[src/rtl/reg_pipeline_elastico.sv]
// Elastic multi-stage pipeline register with valid/ready handshake,
// bubble collapsing, global stall (parada) and synchronous flush (limpar).
// Occupancy is tracked in a registered counter that mirrors the valid bits.
module reg_pipeline_elastico #(
  parameter int TAM         = 32,
  parameter int ESTAGIOS    = 2,
  parameter int LIMPA_DADOS = 1
) (
  input  logic                              clock,
  input  logic                              reset_n,
  input  logic                              parada,
  input  logic                              limpar,
  input  logic                              in_valido,
  input  logic [TAM-1:0]                    in_dado,
  output logic                              in_pronto,
  output logic                              out_valido,
  output logic [TAM-1:0]                    out_dado,
  input  logic                              out_pronto,
  output logic [$clog2(ESTAGIOS+1)-1:0]     ocupacao
);

  localparam int OW = $clog2(ESTAGIOS+1);

  logic [ESTAGIOS-1:0] v;
  logic [ESTAGIOS-1:0] en;
  logic [ESTAGIOS-1:0] src_v;
  logic [TAM-1:0]      d     [ESTAGIOS];
  logic [TAM-1:0]      src_d [ESTAGIOS];
  logic                acc;
  logic                go;
  logic                in_xfer;
  logic                out_xfer;

  assign go = ~parada & ~limpar;

  // Advance enables ripple from the output side: a stage moves if the next one moves or it is empty.
  always_comb begin
    acc = out_pronto;
    en  = '0;
    for (int i = ESTAGIOS - 1; i >= 0; i--) begin
      acc   = acc | ~v[i];
      en[i] = acc & go;
    end
  end

  // Each stage's load source is the previous stage; stage 0 takes the upstream beat.
  always_comb begin
    src_v    = '0;
    src_v[0] = in_valido;
    src_d[0] = in_dado;
    for (int i = 1; i < ESTAGIOS; i++) begin
      src_v[i] = v[i-1];
      src_d[i] = d[i-1];
    end
  end

  // Stage registers: flush clears valid bits (and data when configured), otherwise enabled stages load.
  always_ff @(posedge clock or negedge reset_n) begin
    if (!reset_n) begin
      v <= '0;
      for (int i = 0; i < ESTAGIOS; i++) d[i] <= '0;
    end else if (limpar) begin
      v <= '0;
      if (LIMPA_DADOS != 0) begin
        for (int i = 0; i < ESTAGIOS; i++) d[i] <= '0;
      end
    end else begin
      for (int i = 0; i < ESTAGIOS; i++) begin
        if (en[i]) begin
          v[i] <= src_v[i];
          d[i] <= src_d[i];
        end
      end
    end
  end

  assign in_pronto  = en[0];
  assign out_valido = v[ESTAGIOS-1] & go;
  assign out_dado   = d[ESTAGIOS-1];
  assign in_xfer    = in_valido & in_pronto;
  assign out_xfer   = out_valido & out_pronto;

  // Occupancy counter: up on input-only transfer, down on output-only transfer, zeroed by flush.
  always_ff @(posedge clock or negedge reset_n) begin
    if (!reset_n) begin
      ocupacao <= '0;
    end else if (limpar) begin
      ocupacao <= '0;
    end else if (in_xfer && !out_xfer) begin
      ocupacao <= ocupacao + OW'(1);
    end else if (out_xfer && !in_xfer) begin
      ocupacao <= ocupacao - OW'(1);
    end
  end

endmodule

[config.mk]
export PLATFORM = sky130hd
export DESIGN_NAME = reg_pipeline_elastico
export DESIGN_NICKNAME = d
export VERILOG_FILES = /design/src/rtl/reg_pipeline_elastico.sv
export SDC_FILE = /design/constraint.sdc
export NUM_CORES = 1
export LEC_CHECK = 0
export ABC_CLOCK_PERIOD_IN_PS = 1330
export BUFFER_PORTS_ARGS = -buffer_cell sky130_fd_sc_hd__buf_2
export CAP_MARGIN = 5
export CORE_UTILIZATION = 50
export CTS_CLUSTER_SIZE = 28
export DETAILED_ROUTE_END_ITERATION = 16
export HOLD_SLACK_MARGIN = 0.06
export PLACE_DENSITY = 0.81
export SYNTH_ARGS = -nofsm -noshare
export SYNTH_HDL_FRONTEND = slang
export SYNTH_SLANG_ARGS = --single-unit
export TNS_END_PERCENT = 5
[constraint.sdc]
create_clock -name clock -period 1.33 [get_ports clock]
set_clock_uncertainty 0.1 [all_clocks]
set_input_delay 0.266 -clock clock [delete_from_list [all_inputs] [get_ports clock]]
set_output_delay 0.266 -clock clock [all_outputs]
set_load 0.01 [all_outputs]
==> impl_summary.log <==
INFO  metric wl = approximately 7000 µm
INFO  metric hold_path.startpoint = in_dado[26]
INFO  metric cts.sinks = 68
INFO  metric fin_crit = 1.501 ns
INFO  metric grt.overflow.total = 0
INFO  metric final-hold-violation-count = 0
INFO  metric syn-num-nets = 376
INFO  metric synth_top_area_cell = sky130_fd_sc_hd__dfrtp_1
INFO  metric final.fill_count = between 400 and 500
INFO  metric globalRouteMet3Util = under 10%
INFO  metric min_path_cells = 3
INFO  metric first_pass_grt_wire_length = 11400 µm
INFO  metric hpwl = 4254 µm
INFO  metric cpMaxStageDelayCell = sky130_fd_sc_hd__dfrtp_1
INFO  metric clock_path_buffers = 2
INFO  metric width_of_the_die = 82.38 µm
INFO  metric antenna_left = 0
INFO  metric netlist.area_leader.share = between 50% and 60%
INFO  metric yosysUniqueCellTypes = 28
INFO  metric post-place-cells = approximately 450
INFO  metric area_of_the_core_region = between 0.006 and 0.007 mm²
INFO  metric critical_path.reg2reg.startpoint = v[1]$_DFFE_PN0P_
INFO  metric drv_cap = 0
INFO  metric setup_viol = 35
INFO  metric gr-usage-met1 = between 30 and 40%
INFO  metric worst_path_dominant_cell_family = flip-flops
INFO  metric slew_headroom = between 70% and 80%
INFO  metric setup.worst_path.class = reg2out
INFO  metric number_of_antenna_violations_at_the_first_check_in_global_routing = 0
INFO  metric wire_per_inst = about 14 µm
INFO  metric worstSkewPairLatency = ~0.34 ns
INFO  metric final_layout_size_suffix_gt1_share = approximately 34%
INFO  metric area_growth_syn_to_layout = 28.00%
INFO  metric crit_path_max_fanout = 3
INFO  metric firstDrtPassIters = 4
INFO  metric grt_setup_unrepaired = yes
INFO  metric cp_num_buf_inv = 2
INFO  metric initial_core_utilization = 53.30%
INFO  metric post-route-drc-count = 0
INFO  metric antenna-diode-count = 0
INFO  metric multi_input_comb_area = ~0.0012 mm²
INFO  metric worst-endpoint-arrival = 1.13 ns
INFO  metric final-instance-count-excl-fill = 501
INFO  metric max_stage_delay = 0.41 ns
INFO  metric floorplan.io_pins = between 70 and 80
INFO  metric die_area = 0.006786 mm²
INFO  metric status = complete, but fails checks
INFO  metric yosys_register_bits = 68
INFO  metric numCtsBuffers = 9
INFO  metric post_synth_instance_area = 0.003231 mm²
INFO  metric seqCellArea = ~0.0017 mm²
INFO  metric ff2ff_path_depth = 8
INFO  metric cp.required = about 0.96 ns
INFO  metric failing_checks = setup timing
INFO  metric vdd.ir_drop.worst = 1.015 mV
INFO  metric route.vias.total = between 2000 and 3000
INFO  metric detail_route.vias_per_cell = 5.050
INFO  metric worst_path_cell_trace = nand3b_1 -> nand2_2 -> inv_4 -> buf_6
INFO  metric number_of_global_route_vias_before_repair = ~2400
INFO  metric crit_start = v[1]$_DFFE_PN0P_
INFO  metric p_per_area = between 1000 and 1500 mW/mm²
INFO  metric globalRouteTotalUtil = between 20% and 30%
INFO  metric ys_seq_area_share = a little over half
INFO  metric drt-initial-drc-count = 243
INFO  metric design_area = 0.004135 mm²
INFO  metric grt.met2_usage = 34.71%
INFO  metric worst_setup_path_end_kind = primary output
INFO  metric clockRootBuffer = sky130_fd_sc_hd__clkbuf_8
INFO  metric most_utilized_layer_in_the_global_route_result = met2
INFO  metric setup.worst_path.start_class = flop
INFO  metric final_max_slew_viol_count = 0
INFO  metric ctsHtreeMaxLevel = 3
INFO  metric ys_top_cells_by_area = sky130_fd_sc_hd__dfrtp_1 (53%), sky130_fd_sc_hd__nand2_1 (14%), sky130_fd_sc_hd__nand3b_1 (11%)
INFO  metric worst_setup_hold_path_clk_slew = around 0.070 ns
INFO  metric final_nets = between 400 and 500
INFO  metric grt_start_max_net_pins = a little under 70
INFO  metric finalWorstSetupSlack = -0.1709 ns
INFO  metric tritoncts_clock_tree = yes
INFO  metric synth_cells = about 340
INFO  metric synthesis.area_per_instance = 9.558 µm²
INFO  metric leakage = around 2.1 nW
INFO  metric worst_hold_slack = 0.07777 ns
INFO  metric die_height = slightly above 80 µm
INFO  metric fin_crit_sh = 112.9%
INFO  metric gp_routability_congestion = approximately 0.76
INFO  metric floorplan.rows = 28
INFO  metric crit_cells = 4
INFO  metric timing_worst_slew_pin_value = 0.3541 ns
INFO  metric yosysWarningCount = 0
INFO  metric min-delay-path-class = in2reg
INFO  metric clock.fmax = roughly 0.67 GHz
INFO  metric io_buffer_count = 73
INFO  metric placed_cell_area = around 0.0035 mm²
cell families (layout without fill, tap and decap cells):
kind of cell              Yosys count  in the layout  share of synthesized area [%]
buffers and inverters              56            144                          11.81
and+or+nand+nor                   186            186                          28.81
xor gates and xnor gates            2              2                         0.7748
DFF                                68             68                          52.67
AOI/OAI and AO/OA                  26             26                          5.926
tightest hold or removal path, delay by kind of cell:
kind	cells	cell delay (ns)
simple gates	1	0.05
compound gates	1	0.05
buf+inv	1	0.11
registers in the layout (all words and copies together), names as in the netlist:
register  flops
ocupacao      2
v             2
d            32
out_dado     32
timing repair:
action | CTS | global route
setup endpoints to repair | 4 | 59
gates resized for setup | 5 | 15
pin swaps | 3 | 5
buffers inserted | 4 | 2
hold buffers | 31 | 0
hold endpoints to repair | 98 | 0
cloned | 0 | 0
placed cells by master, fill, tap and decap left out, drive strengths merged:
master       count
a22o             1
o31ai            2
nor2             2
and4bb           1
buf             93
dfrtp           68
nand2          130
clkinvlp         1
clkbuf          13
nand3b          48
dlygate4sd3     31
nand3            3
o311ai           1
nor3             1
o21a             1
bufinv           2
inv              4
o21ai            3
nand2b           1
xnor2            2
a21oi           18
metrics by stage:
step	setup WS, ns	util (%)	setup TNS, ns	power [mW]
6_report	-0.1709	68.23	-1.858	4.831
5_1_grt	-0.2338	68.23	-4.624	5.031
4_1_cts	-0.1776	67.16	-0.3480	4.849
3_5_place_dp	-0.03881	57.39	-0.3088	2.778
3_3_place_gp	0.01775	57.39	0	2.761
2_1_floorplan	0.03530	-	0	2.588
layer usage:
layer | share of wire, % | vias to the layer above | routed length [µm]
li1 | - | 1228 | -
met1 | 45 | 1214 | 3140
met2 | 48 | 73 | 3404
met3 | 5.1 | 15 | 359
met4 | 1.7 | 0 | 121
met5 | 0 | - | 0
where the power goes:
part / internal (mW) / total (mW) / switching, mW
Clock: 1.21 / 1.98 / 0.766
Sequential: 2.18 / 2.25 / 0.0695
Combinational: 0.294 / 0.607 / 0.313
Total: 3.68 / 4.83 / 1.15
area by class of cell:
| class | instances | area share (%) |
|---|---|---|
| Inverter | 4 | 0.4236 |
| Multi-Input combinational cell | 214 | 28.38 |
| Timing Repair Buffer | 124 | 22.00 |
| Sequential cell | 68 | 41.21 |
| Clock inverter | 3 | 1.634 |
| Clock buffer | 13 | 4.085 |
| Tap cell | 75 | 2.269 |
synth_stat cells:
library cell,instances
sky130_fd_sc_hd__a21oi_1,9
sky130_fd_sc_hd__dfrtp_1,68
sky130_fd_sc_hd__nand2_2,10
sky130_fd_sc_hd__dlymetal6s2s_1,1
sky130_fd_sc_hd__o31ai_1,1
sky130_fd_sc_hd__nand3_1,3
sky130_fd_sc_hd__nand2_1,120
sky130_fd_sc_hd__nor2_1,1
sky130_fd_sc_hd__xnor2_1,1
sky130_fd_sc_hd__nand3b_1,48
sky130_fd_sc_hd__o311ai_1,1
sky130_fd_sc_hd__inv_2,1
sky130_fd_sc_hd__xnor2_2,1
sky130_fd_sc_hd__a21oi_2,9
sky130_fd_sc_hd__inv_1,3
sky130_fd_sc_hd__nor2_4,1
sky130_fd_sc_hd__nand2b_1,1
sky130_fd_sc_hd__buf_2,13
sky130_fd_sc_hd__o31ai_2,1
sky130_fd_sc_hd__nor3_1,1
sky130_fd_sc_hd__buf_4,35
sky130_fd_sc_hd__and4bb_4,1
sky130_fd_sc_hd__o21ai_1,1
sky130_fd_sc_hd__clkbuf_1,1
sky130_fd_sc_hd__buf_6,2
sky130_fd_sc_hd__o21ai_2,2
sky130_fd_sc_hd__a22o_1,1
sky130_fd_sc_hd__o21a_1,1
final timing paths:
path | to | slack, ns
hold reg to reg | out_dado[6]$_DFFE_PN0P_ | 0.37
hold / removal | d[58]$_DFFE_PN0P_ | 0.08
setup / recovery | in_pronto | -0.17
max in group asynchronous | ocupacao[0]$_DFFE_PN0P_ | 0.46
min in group asynchronous | out_dado[6]$_DFFE_PN0P_ | 0.35
setup reg to reg | d[60]$_DFFE_PN0P_ | -0.08
Note: power is estimated with default switching activity, not from simulation.
